===== config.mk =====
export PLATFORM = sky130hd
export DESIGN_NAME = acq_capture_ctrl_flat
export DESIGN_NICKNAME = d
export VERILOG_FILES = /design/src/rtl/acq_capture_ctrl_if.sv /design/src/rtl/acq_capture_ctrl.sv /design/src/flat_wrapper.sv
export SDC_FILE = /design/constraint.sdc
export NUM_CORES = 1
export LEC_CHECK = 0
export ABC_AREA = 1
export CAP_MARGIN = 15
export CORE_ASPECT_RATIO = 0.5
export CORE_UTILIZATION = 54
export CTS_CLUSTER_SIZE = 25
export DETAILED_ROUTE_END_ITERATION = 16
export PLACE_DENSITY = 0.81
export SYNTH_ARGS = -nofsm -noshare
export SYNTH_HDL_FRONTEND = slang
export SYNTH_SLANG_ARGS = --single-unit

===== constraint.sdc =====
create_clock -name clk -period 3.2 [get_ports clk]
set_input_delay 0.32 -clock clk [delete_from_list [all_inputs] [get_ports clk]]
set_output_delay 0.32 -clock clk [all_outputs]
set_load 0.02 [all_outputs]

===== src/rtl/acq_capture_ctrl_if.sv =====
// Bus bundle between the ADC front-end / host control side and the capture controller.
// master drives control and ADC samples; slave is the controller, driving RAM writes and status.
interface acq_capture_ctrl_if #(
    parameter int DATA_W = 16,
    parameter int ADDR_W = 10
);
    logic              arm;
    logic              abort;
    logic [ADDR_W-1:0] pre_len;
    logic [ADDR_W:0]   post_len;
    logic              trig_in;
    logic              adc_valid;
    logic [DATA_W-1:0] adc_data;
    logic              ram_we;
    logic [ADDR_W-1:0] ram_waddr;
    logic [DATA_W-1:0] ram_wdata;
    logic [ADDR_W-1:0] trig_addr;
    logic              busy;
    logic              done;
    logic              timed_out;

    modport master (
        output arm, abort, pre_len, post_len, trig_in, adc_valid, adc_data,
        input  ram_we, ram_waddr, ram_wdata, trig_addr, busy, done, timed_out
    );

    modport slave (
        input  arm, abort, pre_len, post_len, trig_in, adc_valid, adc_data,
        output ram_we, ram_waddr, ram_wdata, trig_addr, busy, done, timed_out
    );
endinterface


===== src/rtl/acq_capture_ctrl.sv =====
// Circular-buffer capture sequencer: pre-trigger history plus post-trigger samples into capture RAM.
// Optional auto-trigger timeout enabled by defining ACQ_TRIG_TIMEOUT_EN.
//
//   state       | meaning
//   S_IDLE      | no capture, waiting for arm
//   S_PRE       | filling pre-trigger history, trigger ignored
//   S_WAIT_TRIG | writing circularly until the first qualified trigger
//   S_POST      | writing the remaining post-trigger samples
//   S_DONE      | window complete, trig_addr valid
module acq_capture_ctrl #(
    parameter int DATA_W      = 16,
    parameter int ADDR_W      = 10,
    parameter int TIMEOUT_CYC = 65535
) (
    input logic               clk,
    input logic               rst,
    acq_capture_ctrl_if.slave bus
);

    typedef enum logic [2:0] {
        S_IDLE,
        S_PRE,
        S_WAIT_TRIG,
        S_POST,
        S_DONE
    } state_t;

    localparam logic [ADDR_W:0] DEPTH_L = {1'b1, {ADDR_W{1'b0}}};

    if (TIMEOUT_CYC < 1) begin : g_timeout_chk
        $error("TIMEOUT_CYC must be at least 1");
    end

    state_t            state_q, state_d;
    logic [ADDR_W-1:0] wptr_q, wptr_d;
    logic [ADDR_W-1:0] pre_len_q, pre_len_d;
    logic [ADDR_W:0]   eff_post_q, eff_post_d;
    logic [ADDR_W:0]   cnt_q, cnt_d;
    logic [ADDR_W-1:0] trig_addr_q, trig_addr_d;
    logic              timed_out_q, timed_out_d;
    logic              ram_we_q, ram_we_d;
    logic [ADDR_W-1:0] ram_waddr_q, ram_waddr_d;
    logic [DATA_W-1:0] ram_wdata_q, ram_wdata_d;
    logic              busy_q, done_q;

    logic              active;
    logic              tmo_hit;
    logic [ADDR_W:0]   room;
    logic [ADDR_W:0]   post_min;
    logic [ADDR_W:0]   eff_post_arm;

    // eff_post = max(1, min(post_len, DEPTH - pre_len)) so the window never exceeds the RAM
    assign room         = DEPTH_L - {1'b0, bus.pre_len};
    assign post_min     = (bus.post_len < room) ? bus.post_len : room;
    assign eff_post_arm = (post_min == '0) ? (ADDR_W+1)'(1) : post_min;

    assign active = (state_q == S_PRE) || (state_q == S_WAIT_TRIG) || (state_q == S_POST);

`ifdef ACQ_TRIG_TIMEOUT_EN
    localparam int TMO_W = (TIMEOUT_CYC > 1) ? $clog2(TIMEOUT_CYC + 1) : 1;

    logic [TMO_W-1:0] tmo_q, tmo_d;

    assign tmo_hit = (tmo_q == '0);

    // Down-counter reloaded on every entry into S_WAIT_TRIG, parks at zero once expired
    always_comb begin
        tmo_d = tmo_q;
        if ((state_d == S_WAIT_TRIG) && (state_q != S_WAIT_TRIG)) begin
            tmo_d = TMO_W'(TIMEOUT_CYC);
        end else if ((state_q == S_WAIT_TRIG) && (tmo_q != '0)) begin
            tmo_d = tmo_q - 1'b1;
        end
    end

    always_ff @(posedge clk) begin
        if (rst) begin
            tmo_q <= '0;
        end else begin
            tmo_q <= tmo_d;
        end
    end
`else
    assign tmo_hit = 1'b0;
`endif

    always_comb begin
        state_d     = state_q;
        wptr_d      = wptr_q;
        pre_len_d   = pre_len_q;
        eff_post_d  = eff_post_q;
        cnt_d       = cnt_q;
        trig_addr_d = trig_addr_q;
        timed_out_d = timed_out_q;
        ram_we_d    = 1'b0;
        ram_waddr_d = ram_waddr_q;
        ram_wdata_d = ram_wdata_q;

        if (bus.abort) begin
            state_d = S_IDLE;
        end else if (bus.arm && ((state_q == S_IDLE) || (state_q == S_DONE))) begin
            pre_len_d   = bus.pre_len;
            eff_post_d  = eff_post_arm;
            cnt_d       = {1'b0, bus.pre_len};
            wptr_d      = '0;
            timed_out_d = 1'b0;
            state_d     = (bus.pre_len == '0) ? S_WAIT_TRIG : S_PRE;
        end else if (active && bus.adc_valid) begin
            ram_we_d    = 1'b1;
            ram_waddr_d = wptr_q;
            ram_wdata_d = bus.adc_data;
            wptr_d      = wptr_q + 1'b1;
            case (state_q)
                S_PRE: begin
                    if (cnt_q == (ADDR_W+1)'(1)) begin
                        state_d = S_WAIT_TRIG;
                    end else begin
                        cnt_d = cnt_q - 1'b1;
                    end
                end
                S_WAIT_TRIG: begin
                    if (bus.trig_in || tmo_hit) begin
                        // The trigger sample itself is post sample #1
                        trig_addr_d = wptr_q - pre_len_q;
                        timed_out_d = tmo_hit && !bus.trig_in;
                        if (eff_post_q == (ADDR_W+1)'(1)) begin
                            state_d = S_DONE;
                        end else begin
                            cnt_d   = eff_post_q - 1'b1;
                            state_d = S_POST;
                        end
                    end
                end
                S_POST: begin
                    if (cnt_q == (ADDR_W+1)'(1)) begin
                        state_d = S_DONE;
                    end else begin
                        cnt_d = cnt_q - 1'b1;
                    end
                end
                default: ;
            endcase
        end
    end

    always_ff @(posedge clk) begin
        if (rst) begin
            state_q     <= S_IDLE;
            wptr_q      <= '0;
            pre_len_q   <= '0;
            eff_post_q  <= '0;
            cnt_q       <= '0;
            trig_addr_q <= '0;
            timed_out_q <= 1'b0;
            ram_we_q    <= 1'b0;
            ram_waddr_q <= '0;
            ram_wdata_q <= '0;
            busy_q      <= 1'b0;
            done_q      <= 1'b0;
        end else begin
            state_q     <= state_d;
            wptr_q      <= wptr_d;
            pre_len_q   <= pre_len_d;
            eff_post_q  <= eff_post_d;
            cnt_q       <= cnt_d;
            trig_addr_q <= trig_addr_d;
            timed_out_q <= timed_out_d;
            ram_we_q    <= ram_we_d;
            ram_waddr_q <= ram_waddr_d;
            ram_wdata_q <= ram_wdata_d;
            busy_q      <= (state_d == S_PRE) || (state_d == S_WAIT_TRIG) || (state_d == S_POST);
            done_q      <= (state_d == S_DONE);
        end
    end

    assign bus.ram_we    = ram_we_q;
    assign bus.ram_waddr = ram_waddr_q;
    assign bus.ram_wdata = ram_wdata_q;
    assign bus.trig_addr = trig_addr_q;
    assign bus.busy      = busy_q;
    assign bus.done      = done_q;
    assign bus.timed_out = timed_out_q;

endmodule


===== src/flat_wrapper.sv =====
// flat-port wrapper written by rule: the top's interface ports become plain ports
module acq_capture_ctrl_flat 
#(
    parameter int DATA_W      = 16,
    parameter int ADDR_W      = 10,
    parameter int TIMEOUT_CYC = 65535
)
  (clk, rst, bus_arm, bus_abort, bus_pre_len, bus_post_len, bus_trig_in, bus_adc_valid, bus_adc_data, bus_ram_we, bus_ram_waddr, bus_ram_wdata, bus_trig_addr, bus_busy, bus_done, bus_timed_out);
  acq_capture_ctrl_if #(.DATA_W(DATA_W), .ADDR_W(ADDR_W)) bus_i ();
  input logic clk;
  input logic rst;
  input wire logic [$bits(bus_i.arm)-1:0] bus_arm;
  input wire logic [$bits(bus_i.abort)-1:0] bus_abort;
  input wire logic [$bits(bus_i.pre_len)-1:0] bus_pre_len;
  input wire logic [$bits(bus_i.post_len)-1:0] bus_post_len;
  input wire logic [$bits(bus_i.trig_in)-1:0] bus_trig_in;
  input wire logic [$bits(bus_i.adc_valid)-1:0] bus_adc_valid;
  input wire logic [$bits(bus_i.adc_data)-1:0] bus_adc_data;
  output wire logic [$bits(bus_i.ram_we)-1:0] bus_ram_we;
  output wire logic [$bits(bus_i.ram_waddr)-1:0] bus_ram_waddr;
  output wire logic [$bits(bus_i.ram_wdata)-1:0] bus_ram_wdata;
  output wire logic [$bits(bus_i.trig_addr)-1:0] bus_trig_addr;
  output wire logic [$bits(bus_i.busy)-1:0] bus_busy;
  output wire logic [$bits(bus_i.done)-1:0] bus_done;
  output wire logic [$bits(bus_i.timed_out)-1:0] bus_timed_out;
  assign bus_i.arm = bus_arm;
  assign bus_i.abort = bus_abort;
  assign bus_i.pre_len = bus_pre_len;
  assign bus_i.post_len = bus_post_len;
  assign bus_i.trig_in = bus_trig_in;
  assign bus_i.adc_valid = bus_adc_valid;
  assign bus_i.adc_data = bus_adc_data;
  assign bus_ram_we = bus_i.ram_we;
  assign bus_ram_waddr = bus_i.ram_waddr;
  assign bus_ram_wdata = bus_i.ram_wdata;
  assign bus_trig_addr = bus_i.trig_addr;
  assign bus_busy = bus_i.busy;
  assign bus_done = bus_i.done;
  assign bus_timed_out = bus_i.timed_out;
  acq_capture_ctrl #(.DATA_W(DATA_W), .ADDR_W(ADDR_W), .TIMEOUT_CYC(TIMEOUT_CYC)) u_core (.clk(clk), .rst(rst), .bus(bus_i));
endmodule

==> results of run 1 <==
-- logic make-up (layout without fill, tap and decap cells) --
logic type | after synthesis | count (layout)
buf+inv | 121 | 200
other cells | 1 | 1
simple gates | 295 | 295
compound gates | 169 | 169
fa+ha+maj | 26 | 26
flops | 84 | 84
xor+xnor | 17 | 17
-- through the flow --
stage,hold slack (ps),utilization,instances
global route,506.2,0.6983,909
CTS,484.0,0.6978,909
detailed placement,472.4,0.6615,893
global placement,458.1,0.6615,893
finish,483.2,0.6983,909
floorplan,444.3,-,713
-- final cells by class --
| type | instances | area [um^2] |
|---|---|---|
| clock buffer | 11 | 232.7 |
| sequential | 84 | 1682 |
| timing repair buffer | 92 | 893.4 |
| multi-input combinational | 508 | 2736 |
| fill | 707 | 2645 |
| inverter | 92 | 347.8 |
| clock inverter | 5 | 85.08 |
| tap | 117 | 146.4 |
-- critical path: stages --
cell and delay, ps:
clkdlybuf4s50_1 420, inv_1 160, ha_1 220, nand3_1 180
inv_1 110, nand4_1 140, nor2_1 160, inv_1 70
ha_1 290, a21o_1 160, nor2_1 190, buf_4 200
nand4_1 140, nand2_1 90, nand2_1 50, nor2_1 110
nand3_1 80, a21oi_1 130
-- flip-flops by register name (all words and copies together) (netlist names) --
name                  flops
u_core.bus.ram_wdata     16
u_core.cnt_q             11
u_core.eff_post_q        11
u_core.bus.ram_waddr     10
u_core.bus.trig_addr     10
u_core.pre_len_q         10
u_core.wptr_q            10
u_core.state_q            3
u_core.bus.busy           1
u_core.bus.done           1
u_core.bus.ram_we         1
-- placed cells by master, fill, tap and decap left out, types with 4 or more instances in the layout --
cell type / n
nand4_1: 19
a211oi_1: 4
buf_4: 11
nand3_2: 4
clkdlybuf4s50_1: 81
o211ai_1: 5
nand2_1: 113
xnor2_1: 6
clkbuf_16: 9
o21ai_0: 71
nand2_2: 5
o31ai_1: 4
ha_1: 25
dfxtp_1: 84
nor2_1: 95
nand3_1: 41
nor2_2: 6
xor2_1: 11
inv_1: 84
inv_2: 7
a21oi_1: 62
-- synthesized netlist by cell type (2+ instances only) --
| cell type | instances |
|---|---|
| nand2_1 | 113 |
| nor2_1 | 95 |
| dfxtp_1 | 84 |
| inv_1 | 84 |
| o21ai_0 | 71 |
| a21oi_1 | 62 |
| nand3_1 | 42 |
| ha_1 | 25 |
| nand4_1 | 19 |
| buf_2 | 11 |
| clkbuf_1 | 11 |
| xor2_1 | 11 |
| inv_2 | 7 |
| nor2_2 | 6 |
| xnor2_1 | 6 |
| nand2_2 | 5 |
| o211ai_1 | 5 |
| a211oi_1 | 4 |
| o31ai_1 | 4 |
| a21oi_2 | 3 |
| buf_1 | 3 |
| nand3_2 | 3 |
| nor2_4 | 3 |
| nor3_1 | 3 |
| o21ai_1 | 3 |
| o21ai_2 | 3 |
| a31oi_1 | 2 |
| buf_4 | 2 |
| buf_6 | 2 |
| o22ai_1 | 2 |
-- metal layers --
layer | wire length (um) | track usage | up-vias
li1 | - | - | 2508
met1 | 5784 | 0.3778 | 2263
met2 | 6011 | 0.4647 | 203
met3 | 1057 | 0.07749 | 24
met4 | 187 | 0.08913 | 0
met5 | 0 | 0 | -
-- power breakdown --
part           leakage [uW]  internal, uW  switching (uW)
Combinational       0.00187           208             307
Clock              0.000150           689             443
Sequential         0.000682          1080            27.4
Total               0.00270          1980             778
-- path summary, 6_finish.rpt --
kind | startpoint | to | slack, ps | cells after the start
worst max register to register | u_core.wptr_q[0]$_SDFFE_PP0P_ | u_core.bus.trig_addr[6]$_SDFFE_PP0P_ | 960 | 8
worst max-delay path | bus_pre_len[1] | u_core.eff_post_q[0]$_SDFFE_PP0P_ | 260 | 18
worst min-delay path | u_core.bus.ram_waddr[7]$_SDFFE_PP0P_ | u_core.bus.ram_waddr[7]$_SDFFE_PP0P_ | 480 | 2
worst min register to register | u_core.bus.ram_waddr[7]$_SDFFE_PP0P_ | u_core.bus.ram_waddr[7]$_SDFFE_PP0P_ | 480 | 2
==> flow_summary.toml, run 1 <==
[detailed_routing]
drtIter0Drc = 484
final_antenna_net_count = 0
wl_per_cell_um = 14.35
routed_wl_um = 13040
remaining_drc_errors = 0
via_per_inst = 5.498
num_vias = 4998
dr.pass1.iters = 5

[layout]
final_net_count = 856
n_antenna_cell = 0
syn_to_final_growth_pct = 24.82
final_area_mm2 = 0.006123
drive_above_1_share = 0.07576

[cts]
post_cts_buffers = 0
clkLatencyLatePin_ps = 350
cts-resized-gates = 0
cts_hold_buf = 0
root_buffer = "clkbuf_16"
cts_tree = "built"
numCtsBuffers = 9
htreeDepth = 3
cts.clk_slew.worst_paths_ps = 60
clockBufferDepth = 2
cts_sinks = 84

[grt]
grt_pass1_vias = 4613
grt_pass1_wl_um = 21730
track_usage = 0.2890
antenna_found_initial = 0
overflow = 0
grt_max_degree = 39

[yosys]
synthFlopType = "dfxtp_1"
syn_area_per_cell_um2 = 6.881
muxShareOfSynthArea = 0
yosys-top-cells-area = "dfxtp_1 (34%), nand2_1 (8.6%), nor2_1 (7.3%)"
synth-edff-count = 0
ys_seq_area_frac = 0.3428
async_flop_share = 0
yosysTopAreaCellShare = 0.3428
yosys_register_bits = 84
synth_top_family_by_area = "simple AND/OR/NAND/NOR gates"
ys_types = 49
syn_inst = 713
synth-compound-area-share = 0.1918
yosysTopAreaCell = "dfxtp_1"
synthAdderAreaFrac = 0.06784
synth_xor_xnor_area_share = 0.03035
synth_simple_gate_area_frac = 0.2660
synth_fp_nets = 782
synth_warnings = 0
netlist_area_mm2 = 0.004906

[critical_path]
cp-end-kind = "flop"
crit_required_ps = 3470
start_kind = "primary input"
worstPathMaxFanout = 10
cp.arrival_ps = 3210
crit_type = "primary input to flop"

[sta]
tightest_slew_ps = 648.9
rsz0062_at_grt = "no"
finalClockSkew_ps = 6.995
fin_setup_tns_ps = 0
fmax_ghz = 0.3399
maxSlewHeadroom = 0.5669
layout_min_cycle_time_ps = 2942
drv_slew = 0
hold_viol_final = 0
min_period_over_period = 0.9195
worst_slack_ps = 257.7
setup_viol = 0

[floorplan]
die_h_um = 69.40
num_rows = 24
die_area_mm2 = 0.009494
start_util = 0.5595
die_w_um = 136.8
boundaryPins = 83
core_area_mm2 = 0.008768

[placement]
gp_congestion = 0.8977
dpl_worst_slack_ps = -67.90
port_buffers = 81
place_hpwl_um = 9183
placed_area_mm2 = 0.005801

[power]
p_total_uw = 2756
p_per_area_mw_per_mm2 = 450.1
ir_worst_vdd_v = 0.0003390
p_leak_uw = 0.002699

[min_path]
hp-class = "flop to flop"

[flow_run]
drv_cap = 0

[status]
status = "finished clean"
(Power assumes the default switching activity.)
==> run 2: changes to the inputs <==
ABC_CLOCK_PERIOD_IN_PS = 3200   (was not set)
CTS_CLUSTER_SIZE = not set   (was 25)
==> results of run 2 <==
The final DEF is identical to that of run 1; final timing and power are the same.
==> variant: new RTL, flow settings as in run 1 <==
Re-encode `state_t` (5 states) as one-hot, 5 bits wide.
--- a/src/rtl/acq_capture_ctrl.sv
+++ b/src/rtl/acq_capture_ctrl.sv
@@ -19,8 +19,8 @@
 
-    typedef enum logic [2:0] {
-        S_IDLE,
-        S_PRE,
-        S_WAIT_TRIG,
-        S_POST,
-        S_DONE
+    typedef enum logic [4:0] {
+        S_IDLE      = 5'b00001,
+        S_PRE       = 5'b00010,
+        S_WAIT_TRIG = 5'b00100,
+        S_POST      = 5'b01000,
+        S_DONE      = 5'b10000
     } state_t;
Formal check against the unedited RTL: no difference found for any inputs over 4 cycles, from zero or initial values and one cycle with rst high; so few cycles prove little.
==> variant against run 1 <==
  * Sequential cell count rose by 2
  * Die area is 0.57% higher
  * Worst hold slack got worse by 0.012 ns
  * Area after synthesis increased by 0.59%
  * Design area grew 0.94%
  * Wire length shrank 4.6%
  * Total power decreased by 4.3%
  * Setup slack better by 0.089 ns
  * Synthesized cell count is 1.5% lower
==> variant: results (changes against run 1) <==
* Synth async-reset ratio at 0% (unchanged)
* Sw Share at 29.9% (was 28.2%)
* CP max FO at 17 (was 10)
* Diode count at 0 (unchanged)
* Pin count of the biggest net entering global routing at 60 (was 39)
* RR Endpoint: u_core.wptr_q[9]$_SDFFE_PP0P_ (was u_core.bus.trig_addr[6]$_SDFFE_PP0P_)
* Max Clock Skew at 0.00367 ns (was 0.00699 ns)
* Hold endpoint: u_core.pre_len_q[3]$_SDFFE_PP0P_ (was u_core.bus.ram_waddr[7]$_SDFFE_PP0P_)
* First-pass GRT wire length at 20400 um (was 21700 um)
* Reg2reg start: u_core.state_q[3]$_SDFF_PP0_ (was u_core.wptr_q[0]$_SDFFE_PP0P_)
* Synth area leaders: dfxtp_1, nand2_1, o21ai_0, nor2_1, a21oi_1 (was dfxtp_1, nand2_1, nor2_1, o21ai_0, inv_1)
* Antenna violations before repair at 0 (unchanged)
* Commonest cells in the netlist: nand2_1, nor2_1, dfxtp_1 (was nand2_1, nor2_1, dfxtp_1, inv_1, o21ai_0)
* Vias/cell at 5.43 (was 5.50)
* Syn. warnings at 0 (unchanged)
* Clk buf depth at 2 (unchanged)
* Ratio of cells with drive above 1 in the final layout at 7.84% (was 7.58%)
* Final Net Count at 855 (was 856)
* Pleak at 2.72 nW (was 2.70 nW)
* Synth Net Count at 771 (was 782)
* CP peak stage delay at 0.44 ns (was 0.42 ns)
* Critical-path top delay cell: clkdlybuf4s50_1 (unchanged)
* Gpl congestion at 0.917 (was 0.898)
* Number of flops mapped to enable cells by yosys at 0 (unchanged)
* Iter 0 DRT Violations at 379 (was 484)
* Vias in the first global route at 4443 (was 4613)
* Total GRT Usage at 27.3% (was 28.9%)
* HPWL after detailed placement at 9160 um (was 9180 um)
* WL final at 12400 um (was 13000 um)
* Outcome: finished, final reports clean (unchanged)
* Seq/Total Area, Yosys at 34.9% (was 34.3%)
* Worst R2R Path Depth at 11 (was 8)
* Max-slew headroom at the worst pin at 63.2% (was 56.7%)
* Gates resized, CTS repair at 0 (unchanged)
* Synth Flop Type: dfxtp_1 (unchanged)
* Reg-to-reg setup timing slack at 0.81 ns (was 0.96 ns)
* Clock Tree Root: clkbuf_16 (unchanged)
* Hold Path Origin: u_core.pre_len_q[3]$_SDFFE_PP0P_ (was u_core.bus.ram_waddr[7]$_SDFFE_PP0P_)
* Fillers at 722 (was 707)
* DRT Pass-1 Iters at 5 (unchanged)
* Worst-Skew Late Latency at 0.35 ns (about the same)
* Maximum vdd drop at 0.281 mV (was 0.339 mV)
==> variant: critical path: cells and delay by family <==
family / cells / cell delay (ns)
AOI/OAI and AO/OA: 2 / 0.20
adders and majority gates: 2 / 0.47
buffers and inverters: 3 / 0.57
and+or+nand+nor: 12 / 1.57
==> variant: logic make-up (layout without fill, tap and decap cells) <==
logic type               Yosys count  after routing  synth area share, %
AND/OR/NAND/NOR                  288            288                 26.2
AO/OA/AOI/OAI                    180            180                 20.1
buffers and inverters            100            189                 8.24
flip-flops                        86             86                 34.9
adder cells (fa/ha/maj)           26             26                 6.74
XOR/XNOR                          21             21                 3.73
other                              1              1               0.0760
==> variant: power by group through the flow <==
stage | logic, mW | clock network [mW] | registers, mW
floorplan | 0.325 | 0 | 1.15
global placement | 0.471 | 0 | 1.15
detailed placement | 0.480 | 0 | 1.15
CTS | 0.485 | 1.04 | 1.13
global route | 0.545 | 1.08 | 1.13
finish | 0.489 | 1.02 | 1.13
==> variant: cell type report <==
class	count	area (um^2)	area share, %
clock buffers	9	225	3.64
clock inverters	7	61.3	0.992
inverters	75	282	4.55
multi-input cells	516	2810	45.4
flip-flops and latches	86	1720	27.9
well taps	117	146	2.37
repair buffers	98	938	15.2
==> variant: worst max-delay path by stage <==
stage / startpoint / to / slack (ns)
CTS: bus_pre_len[0] / u_core.eff_post_q[0]$_SDFFE_PP0P_ / 0.35
detailed placement: bus_pre_len[0] / u_core.eff_post_q[0]$_SDFFE_PP0P_ / 0.008
floorplan: bus_pre_len[0] / u_core.eff_post_q[0]$_SDFFE_PP0P_ / 0.59
global route: bus_pre_len[1] / u_core.eff_post_q[0]$_SDFFE_PP0P_ / 0.02
global placement: bus_pre_len[0] / u_core.eff_post_q[0]$_SDFFE_PP0P_ / 0.11
finish: bus_pre_len[0] / u_core.eff_post_q[0]$_SDFFE_PP0P_ / 0.35
==> variant: metrics by stage <==
stage / setup WS (ns) / instances / hold slack (ns) / cell area [um^2] / power (mW)
after global routing: 0.0162 / 908 / 0.493 / 6180 / 2.76
after floorplan: 0.595 / 702 / 0.432 / 4930 / 1.47
after detailed placement: 0.00759 / 892 / 0.462 / 5890 / 1.63
final: 0.347 / 908 / 0.471 / 6180 / 2.64
after global placement: 0.107 / 892 / 0.453 / 5890 / 1.62
after CTS: 0.348 / 908 / 0.472 / 6180 / 2.65
==> variant: layer usage <==
| metal | vias to the layer above | GRT usage (%) | wire length [um] |
|---|---|---|---|
| met5 | - | 0 | 0 |
| met3 | 22 | 7.24 | 845 |
| met2 | 161 | 45.2 | 5680 |
| met4 | 0 | 7.57 | 193 |
| li1 | 2517 | - | - |
| met1 | 2230 | 35.0 | 5720 |
